$ cat src/rtl/iagc_pkg.sv
// rtl/iagc_pkg.sv - shared IAGC state codes, status codes and DAC init table
package iagc_pkg;

  typedef enum logic [1:0] {
    IDLE  = 2'd0,
    SHIFT = 2'd1,
    GAP   = 2'd2,
    DONE  = 2'd3
  } dacState_t;

  typedef enum logic [2:0] {
    IAGC_INIT    = 3'd0,
    IAGC_ACQUIRE = 3'd1,
    IAGC_TRACK   = 3'd2,
    IAGC_HOLD    = 3'd3,
    IAGC_FAULT   = 3'd4
  } iagcStatus_t;

  localparam int DAC_INIT_COUNT = 3;

  // power-up, full-scale, control
  localparam logic [15:0] DAC_INIT_WORDS [DAC_INIT_COUNT] = '{16'h2001, 16'h3FFF, 16'h4A55};

  function automatic logic [15:0] dacInitWord(input int idx);
    if (idx >= 0 && idx < DAC_INIT_COUNT) begin
      return DAC_INIT_WORDS[idx];
    end
    return 16'h0000;
  endfunction

endpackage

$ cat src/rtl/iagc_dac_init_if.sv
// rtl/iagc_dac_init_if.sv - 3-wire DAC serial link (chip select, clock, data)
interface iagc_dac_init_if;
  logic csN;
  logic sclk;
  logic mosi;

  modport master (output csN, sclk, mosi);
  modport slave  (input  csN, sclk, mosi);
endinterface

$ cat src/rtl/iagc_spi_tx.sv
// rtl/iagc_spi_tx.sv - single-word mode-0 MSB-first serialiser with registered sclk/mosi
module iagc_spi_tx #(
  parameter int WORD_WIDTH = 16,
  parameter int CLK_DIV    = 2
) (
  input  logic                  i_clock,
  input  logic                  i_reset,
  input  logic                  load,
  input  logic [WORD_WIDTH-1:0] word,
  output logic                  busy,
  output logic                  done,
  output logic                  sclk,
  output logic                  mosi
);

  localparam int DIV_W = (CLK_DIV > 1) ? $clog2(CLK_DIV) : 1;
  localparam int BIT_W = (WORD_WIDTH > 1) ? $clog2(WORD_WIDTH) : 1;
  localparam logic [DIV_W-1:0] DIV_LAST = DIV_W'(CLK_DIV - 1);
  localparam logic [BIT_W-1:0] BIT_LAST = BIT_W'(WORD_WIDTH - 1);

  logic                  active;
  logic                  phase;
  logic [DIV_W-1:0]      divCnt;
  logic [BIT_W-1:0]      bitCnt;
  logic [WORD_WIDTH-1:0] shiftReg;
  logic                  divLast;
  logic                  bitEnd;

  assign divLast = (divCnt == DIV_LAST);
  assign bitEnd  = active && phase && divLast;
  assign done    = bitEnd && (bitCnt == BIT_LAST);
  assign busy    = active;

  // sclk/mosi are registered copies of the internal phase, one clock behind it
  always_ff @(posedge i_clock) begin
    if (i_reset) begin
      active   <= 1'b0;
      phase    <= 1'b0;
      divCnt   <= '0;
      bitCnt   <= '0;
      shiftReg <= '0;
      sclk     <= 1'b0;
      mosi     <= 1'b0;
    end else begin
      sclk <= active && phase;
      mosi <= active && shiftReg[WORD_WIDTH-1];
      if (load) begin
        active   <= 1'b1;
        phase    <= 1'b0;
        divCnt   <= '0;
        bitCnt   <= '0;
        shiftReg <= word;
      end else if (active) begin
        if (divLast) begin
          divCnt <= '0;
          phase  <= ~phase;
          if (phase) begin
            shiftReg <= shiftReg << 1;
            if (done) begin
              active <= 1'b0;
              bitCnt <= '0;
            end else begin
              bitCnt <= bitCnt + 1'b1;
            end
          end
        end else begin
          divCnt <= divCnt + 1'b1;
        end
      end
    end
  end

endmodule

$ cat src/rtl/iagc_dac_init.sv
// rtl/iagc_dac_init.sv - DAC power-up sequencer: shifts the init table out, then holds sticky done
module iagc_dac_init
  import iagc_pkg::*;
#(
  parameter int WORD_WIDTH = 16,
  parameter int NUM_WORDS  = 3,
  parameter int CLK_DIV    = 2,
  parameter int GAP_CYCLES = 4
) (
  input  logic             i_clock,
  input  logic             i_reset,
  input  logic             i_start,
  iagc_dac_init_if.master  dac,
  output logic             o_busy,
  output logic             o_initDone
);

  localparam int IDX_W = (NUM_WORDS > 1) ? $clog2(NUM_WORDS) : 1;
  localparam int GAP_W = (GAP_CYCLES > 1) ? $clog2(GAP_CYCLES) : 1;
  localparam logic [IDX_W-1:0] LAST_IDX = IDX_W'(NUM_WORDS - 1);
  localparam logic [GAP_W-1:0] GAP_LAST = GAP_W'(GAP_CYCLES - 1);

  dacState_t             state;
  dacState_t             nextState;
  logic [IDX_W-1:0]      wordIdx;
  logic [IDX_W-1:0]      nextIdx;
  logic [GAP_W-1:0]      gapCnt;
  logic [GAP_W-1:0]      nextGap;
  logic                  txLoad;
  logic                  txBusy;
  logic                  txDone;
  logic [WORD_WIDTH-1:0] txWord;

  always_ff @(posedge i_clock) begin
    if (i_reset) begin
      state      <= IDLE;
      wordIdx    <= '0;
      gapCnt     <= '0;
      dac.csN    <= 1'b1;
      o_busy     <= 1'b0;
      o_initDone <= 1'b0;
    end else begin
      state      <= nextState;
      wordIdx    <= nextIdx;
      gapCnt     <= nextGap;
      // follows the serialiser with one clock of delay to line up with its registered sclk/mosi
      dac.csN    <= ~txBusy;
      o_busy     <= (state == SHIFT) || (state == GAP);
      o_initDone <= (state == DONE);
    end
  end

  always_comb begin
    nextState = state;
    nextIdx   = wordIdx;
    nextGap   = gapCnt;
    txLoad    = 1'b0;
    case (state)
      IDLE: begin
        if (i_start) begin
          nextState = SHIFT;
          nextIdx   = '0;
          txLoad    = 1'b1;
        end
      end
      SHIFT: begin
        if (txDone) begin
          nextGap   = '0;
          nextState = (wordIdx == LAST_IDX) ? DONE : GAP;
        end
      end
      GAP: begin
        if (gapCnt == GAP_LAST) begin
          nextState = SHIFT;
          nextIdx   = wordIdx + 1'b1;
          txLoad    = 1'b1;
        end else begin
          nextGap = gapCnt + 1'b1;
        end
      end
      DONE: begin
        nextState = DONE;
      end
      default: begin
        nextState = IDLE;
      end
    endcase
  end

  assign txWord = WORD_WIDTH'(dacInitWord(int'(nextIdx)));

  iagc_spi_tx #(
    .WORD_WIDTH (WORD_WIDTH),
    .CLK_DIV    (CLK_DIV)
  ) u_spiTx (
    .i_clock (i_clock),
    .i_reset (i_reset),
    .load    (txLoad),
    .word    (txWord),
    .busy    (txBusy),
    .done    (txDone),
    .sclk    (dac.sclk),
    .mosi    (dac.mosi)
  );

endmodule

$ cat src/flat_wrapper.sv
// flat-port wrapper written by rule: the top's interface ports become plain ports
module iagc_dac_init_flat import iagc_pkg::*;
#(
  parameter int WORD_WIDTH = 16,
  parameter int NUM_WORDS  = 3,
  parameter int CLK_DIV    = 2,
  parameter int GAP_CYCLES = 4
)
  (i_clock, i_reset, i_start, o_busy, o_initDone, dac_csN, dac_sclk, dac_mosi);
  iagc_dac_init_if dac_i ();
  input  logic i_clock;
  input  logic i_reset;
  input  logic i_start;
  output logic o_busy;
  output logic o_initDone;
  output wire logic [$bits(dac_i.csN)-1:0] dac_csN;
  output wire logic [$bits(dac_i.sclk)-1:0] dac_sclk;
  output wire logic [$bits(dac_i.mosi)-1:0] dac_mosi;
  assign dac_csN = dac_i.csN;
  assign dac_sclk = dac_i.sclk;
  assign dac_mosi = dac_i.mosi;
  iagc_dac_init #(.WORD_WIDTH(WORD_WIDTH), .NUM_WORDS(NUM_WORDS), .CLK_DIV(CLK_DIV), .GAP_CYCLES(GAP_CYCLES)) u_core (.i_clock(i_clock), .i_reset(i_reset), .i_start(i_start), .dac(dac_i), .o_busy(o_busy), .o_initDone(o_initDone));
endmodule
$ cat config.mk
export PLATFORM = sky130hd
export DESIGN_NAME = iagc_dac_init_flat
export DESIGN_NICKNAME = d
export VERILOG_FILES = /design/src/rtl/iagc_pkg.sv /design/src/rtl/iagc_dac_init_if.sv /design/src/rtl/iagc_spi_tx.sv /design/src/rtl/iagc_dac_init.sv /design/src/flat_wrapper.sv
export SDC_FILE = /design/constraint.sdc
export NUM_CORES = 1
export LEC_CHECK = 0
export ABC_AREA = 1
export BUFFER_PORTS_ARGS = -buffer_cell sky130_fd_sc_hd__buf_2
export CAP_MARGIN = 5
export CORE_UTILIZATION = 25
export CTS_CLUSTER_DIAMETER = 80
export CTS_CLUSTER_SIZE = 28
export DETAILED_ROUTE_END_ITERATION = 16
export GPL_ROUTABILITY_DRIVEN = 0
export PLACE_DENSITY = 0.42
export SLEW_MARGIN = 20
export SYNTH_ARGS = -nofsm -noshare
export SYNTH_HDL_FRONTEND = slang
export SYNTH_SLANG_ARGS = --single-unit
$ cat constraint.sdc
create_clock -name i_clock -period 5.25 [get_ports i_clock]
set_input_delay 0 -clock i_clock [delete_from_list [all_inputs] [get_ports i_clock]]
set_output_delay 0 -clock i_clock [all_outputs]
set_load 0.02 [all_outputs]
### After elaboration in Yosys (flattened, before gate mapping)

Index checks and enable logic that the tools add are counted.

* muxes and demuxes: 31
* reduce and logical (&&, ||, !) cells: 16
* div/mod/pow operators: 0
* order comparisons: 2
* add/subtract/negate cells: 4
* bitwise operators: 3
* shift operators: 0
* $mul: 0
* eq/ne operators: 10

Operators by type and width (number)
* $mux W16: 8
* $bmux W16 S2: 1
* $ge A32 B3 Y1 const B: 1
* $not A2 Y32: 1
* $mux W2: 7
* $reduce_and A3 Y1: 4
* $mux W1: 10
* $eq A2 B2 Y1 const B: 4
* $pmux W2 S2: 2
* $pmux W2 S4: 1
* $reduce_bool A2 Y1: 4
* $ne A2 B2 Y1 const B: 3
* $add A2 B1 Y2 const B: 2
* $add A4 B1 Y4 const B: 1
* $eq A4 B4 Y1 const B: 1
* $logic_and A1 B1 Y1: 4
* $mux W4: 1
* $eq A2 B1 Y1 const B: 1
* $logic_not A2 Y1: 1
* $lt A2 B2 Y1 const B: 1
* $ne A2 B1 Y1 const B: 1
* $not A1 Y1: 2
* $pmux W1 S2: 1
* $reduce_and A2 Y1: 1
* 3 further kinds: 3

* memories: 0
* bits in read-only memories: 0
* bits in latches: 0
* word-level logic and storage cells: 79
* flip-flop bits (word level): 34
* output and inout bits: 5
* RAM bits: 0
* input bits: 3

### Longest topological paths before layout

* depth after elaboration: 10
* depth in mapped cells: 13

### By module

From an unflattened synthesis, not the netlist that was laid out.

* cells, all modules: 241
* area total of the unflattened synthesis: 1662.8 um2

By module, submodules not included
* iagc_spi_tx: times used 1, seq. area each 500.5 um2, area each 1099.8 um2, cells each 159
* iagc_dac_init: times used 1, seq. area each 180.2 um2, area each 563.0 um2, cells each 82

### Least setup slack after synthesis

No wires, ideal clock.

* path kind: flip-flop to flip-flop
* from: register u_core.state[0]
* to: register u_core.u_spiTx.shiftReg[12]
* arrival time: 1.684 ns
* cell stages (with the launch flop): 12
* setup slack: 3.439 ns
* period minus slack after synthesis: 1.811 ns
* setup time: 0.127 ns
* cell sequence: dfxtp_1 inv_1 ha_1 nand2_2 or2_2 nand2_1 inv_1 ha_1 inv_1 nor2_2 nor2_2 a21oi_1

* word-level cells in the longest chain between the ends: 9
* elaborated cells between the ends (all ways): 17

RTL lines
* start, declared: RTL line iagc_dac_init.sv:23 `dacState_t state;`
* start signal, assigned: RTL line iagc_dac_init.sv:43 `state <= nextState;`
* $eq A2 B2 Y1 / $logic_not A2 Y1 (equally long branches): RTL line iagc_dac_init.sv:58 `case (state)`
* $pmux W2 S2: RTL line iagc_dac_init.sv:58
* $not A2 Y32 (implied by the code): RTL line iagc_pkg.sv:26 `return DAC_INIT_WORDS[idx];`
* $bmux W16 S2: RTL line iagc_pkg.sv:26
* $mux W16 (implied by the code) (2 in series): RTL line iagc_pkg.sv:26
* $mux W16: RTL line iagc_pkg.sv:25 `if (idx >= 0 && idx < DAC_INIT_COUNT) begin`
* $mux W16: RTL line iagc_pkg.sv:28 `return 16'h0000;`
* $mux W16: RTL line iagc_spi_tx.sv:47 `if (load) begin`
* end signal, assigned: RTL line iagc_spi_tx.sv:52 `shiftReg <= word;`
* end signal, assigned: RTL line iagc_spi_tx.sv:58 `shiftReg <= shiftReg << 1;`
* end, declared: RTL line iagc_spi_tx.sv:25 `logic [WORD_WIDTH-1:0] shiftReg;`

Several ways; a longest one is shown, not always the timed one. The select of a mux whose other input is x is not followed.
A chain may end at the register's enable or synchronous reset.

### Worst setup path in the final report

* from: register u_core.state[0]
* to: register u_core.u_spiTx.shiftReg[7]

The elaborated chain is that of the path after synthesis.

==> summary.md <==
| Metric | Value |
|---|---|
| Slew Limit Fails | 0 |
| RSZ-0062 raised after global routing | no |
| Synth Area in Simple Gates | 26.1% |
| Final Hold Violating Endpoints | 0 |
| Largest net degree at the start of global routing | 20 |
| CTS Buffer Depth | 2 |
| Clk_lat worst skew | 0.28 ns |
| Syn_area_per_cell | roughly 7.6 µm² |
| Die area | between 6000 and 7000 µm² |
| Tmin final | 2.06 ns |
| Crit path DAT | around 2.2 ns |
| Count leader, synth | nand2_1 |
| Crit-path max FO | 6 |
| H-tree depth | 2 |
| Area grow syn2layout | 13.8% |
| Antenna violations before repair | 0 |
| Peak supply drop | 0.152 mV |
| Via/cell ratio | ~4.2 |
| Share of cells above drive strength 1 | about 13% |
| CP Launch Type | flip-flop |
| Register area share after synthesis | a little over two fifths |
| Fin crit share | around two fifths |
| Mapped Area | 1560 µm² |
| Pre-Repair DR Iteration Count | 4 |
| Ranking of synthesized cells by area | dfxtp_1, nand2_1, ha_1 |
| Setup TNS | 0 ns |
| Post-DP HPWL | between 2 and 2.5 mm |
| Max_slew headroom | approximately 67% |
| Die Wd | between 80 and 90 µm |
| Pwr Density | ~470 nW/µm² |
| Vias in the first global route | 1219 |
| Rows | 28 |
| Top cell type's share of synthesized area | roughly 44% |
| Final net count | roughly 230 |
| Post-synth top cells | nand2_1, dfxtp_1, inv_1 |
| Worst hold path class | primary input to flip-flop |
| Synth Instances | about 210 |
| Cts bufs inserted | 5 |
| Core area | approximately 6000 µm² |
| First-pass GRT wire length | 5.60 mm |
| Synth cell types | 27 |
| Clock slew at reported path FFs | 0.07 ns |
| Synth Area in Compound Gates | between 10% and 20% |
| Largest family of logic cells by synthesized area | simple AND/OR/NAND/NOR gates |
| Hold Buf Count CTS | 0 |
| Initial core utilization | 26.2% |
| Grt total ovfl | 0 |
| #FFs+latches synth | 34 |
| P_leak | roughly 0.74 nW |
| Top FF cell, synth | dfxtp_1 |
| Total of max-cap violations | 0 |
| Clock skew | between 0.003 and 0.004 ns |
| ANT nets after route | 0 |
| Outcome | finished clean |
| CTS tree | built |
| YS warnings | 0 |
| ANT cells | 0 |
| Synthesized netlist net count | 218 |
| Port Buf Inserts | 7 |
| Hold Slack | approximately 0.025 ns |
| Detailed Route WL | between 3 and 4 mm |
| Starting DRT DRC Count | 21 |
| Post-synthesis xor/xnor area fraction | 0% |
| Total GRT Usage | between 10% and 20% |
| Routed len/inst | around 11 µm |
| Post-synth EDFFs | 0 |
| Fmax | between 400 and 500 MHz |
| Crit. End Element | flip-flop |
| Via count | ~1200 |
| Post-synth top area cell | dfxtp_1 |
| PostCTS Resize Cnt | 0 |
| Asr flop ratio synth | 0% |
| CTS sink count | 34 |
| Post-synthesis mux area share | 0% |
| Setup CP Type | flip-flop to flip-flop |
| Postcts setup bufs | 0 |
| IO Count | 8 |
| Final setup violation count | 0 |
| Die height | between 80 and 90 µm |
| Slew at the pin with the worst max-slew slack | between 0.4 and 0.5 ns |
| Crit path required time | about 5.4 ns |
| CTS root buffer | clkbuf_8 |
| Adder-cell area share of the yosys netlist | under 10% |
| Drc violations | 0 |
[worst max-delay path, stage by stage, from the launching register on]
cell and delay (ns):
dfxtp_1 0.34, inv_1 0.08, ha_1 0.28, nand2_2 0.12, or2_2 0.30, nand2_1 0.12
inv_1 0.06, ha_1 0.18, inv_1 0.06, nor2_2 0.05, nor2_2 0.25, a21oi_1 0.11
[final cells by class]
| cell class | instances | area, µm² |
|---|---|---|
| Fill cell | 682 | 4180 |
| Multi-Input combinational cell | 141 | 754 |
| Sequential cell | 34 | 681 |
| Inverter | 26 | 100 |
| Tap cell | 75 | 93.8 |
| Clock buffer | 6 | 82.6 |
| Timing Repair Buffer | 7 | 35.0 |
| Clock inverter | 1 | 30.0 |
[power breakdown]
part           switching (mW)  internal, mW  total (mW)  leakage (nW)
Sequential             0.0331         0.315       0.348         0.278
Clock                  0.0945         0.152       0.246        0.0573
Combinational           0.161        0.0835       0.245         0.406
Total                   0.289         0.550       0.839         0.742
[flip-flops by register name, summed over array words and instances (netlist names), 2 cells and up]
register and count:
u_core.u_spiTx.bitCnt 4, u_core.gapCnt 2, u_core.u_spiTx.shiftReg 16, u_core.state 2, u_core.wordIdx 2
[kinds of logic after synthesis]
| group | after synthesis |
|---|---|
| fa+ha+maj | 10 |
| buf+inv | 30 |
| flops | 34 |
| compound gates | 41 |
| simple gates | 90 |
[cell usage in the layout, fill, tap and decap left out]
cell type | Yosys | routed
o21a_1 | 1 | 1
o21ai_1 | 8 | 8
ha_1 | 10 | 10
nand2_4 | 2 | 2
o211ai_1 | 2 | 2
a21oi_2 | 2 | 2
nand3_1 | 10 | 10
nor2_4 | 1 | 1
o21ai_0 | 7 | 7
inv_2 | 1 | 1
o22ai_1 | 1 | 1
nor2_2 | 3 | 3
inv_4 | 1 | 1
or2_2 | 2 | 2
dfxtp_1 | 34 | 34
clkinv_1 | 1 | 1
nand3_2 | 1 | 1
clkbuf_8 | 0 | 6
nor2_1 | 19 | 19
nand4_1 | 1 | 1
nand2_1 | 44 | 44
nand2_2 | 2 | 2
nor3b_1 | 1 | 1
buf_2 | 3 | 7
bufinv_16 | 0 | 1
inv_1 | 23 | 23
nor3_1 | 4 | 4
a21oi_1 | 20 | 20
[through the flow]
stage          instance area [µm²]  setup WS [ns]  instances  power [mW]  util (%)
2_1_floorplan                 1560           3.44        205       0.551         -
3_3_place_gp                  1660           3.25        283       0.608      27.9
3_5_place_dp                  1660           3.19        283       0.603      27.9
4_1_cts                       1780           3.17        290       0.854      29.8
5_1_grt                       1780           2.90        290       0.917      29.8
6_report                      1780           3.19        290       0.839      29.8
[worst paths after layout]
check | from | slack, ns | cells after the start | end
setup / recovery | u_core.state[0] | 3.19 | 11 | u_core.u_spiTx.shiftReg[7]
hold reg to reg | u_core.u_spiTx.shiftReg[15] | 0.43 | 2 | u_core.u_spiTx.mosi
setup reg to reg | u_core.state[0] | 3.19 | 11 | u_core.u_spiTx.shiftReg[7]
hold / removal | i_reset | 0.02 | 2 | u_core.o_initDone
[metal layers]
layer	part of all wire [%]	up-vias	track usage [%]	wire length, µm
li1	-	677	-	-
met1	52	535	14.2	1620
met2	44	8	18.3	1370
met3	1.8	5	3.03	56
met4	2.4	0	5.36	74
met5	0	-	0	0
No activity file was read; power rests on OpenSTA's default activity.
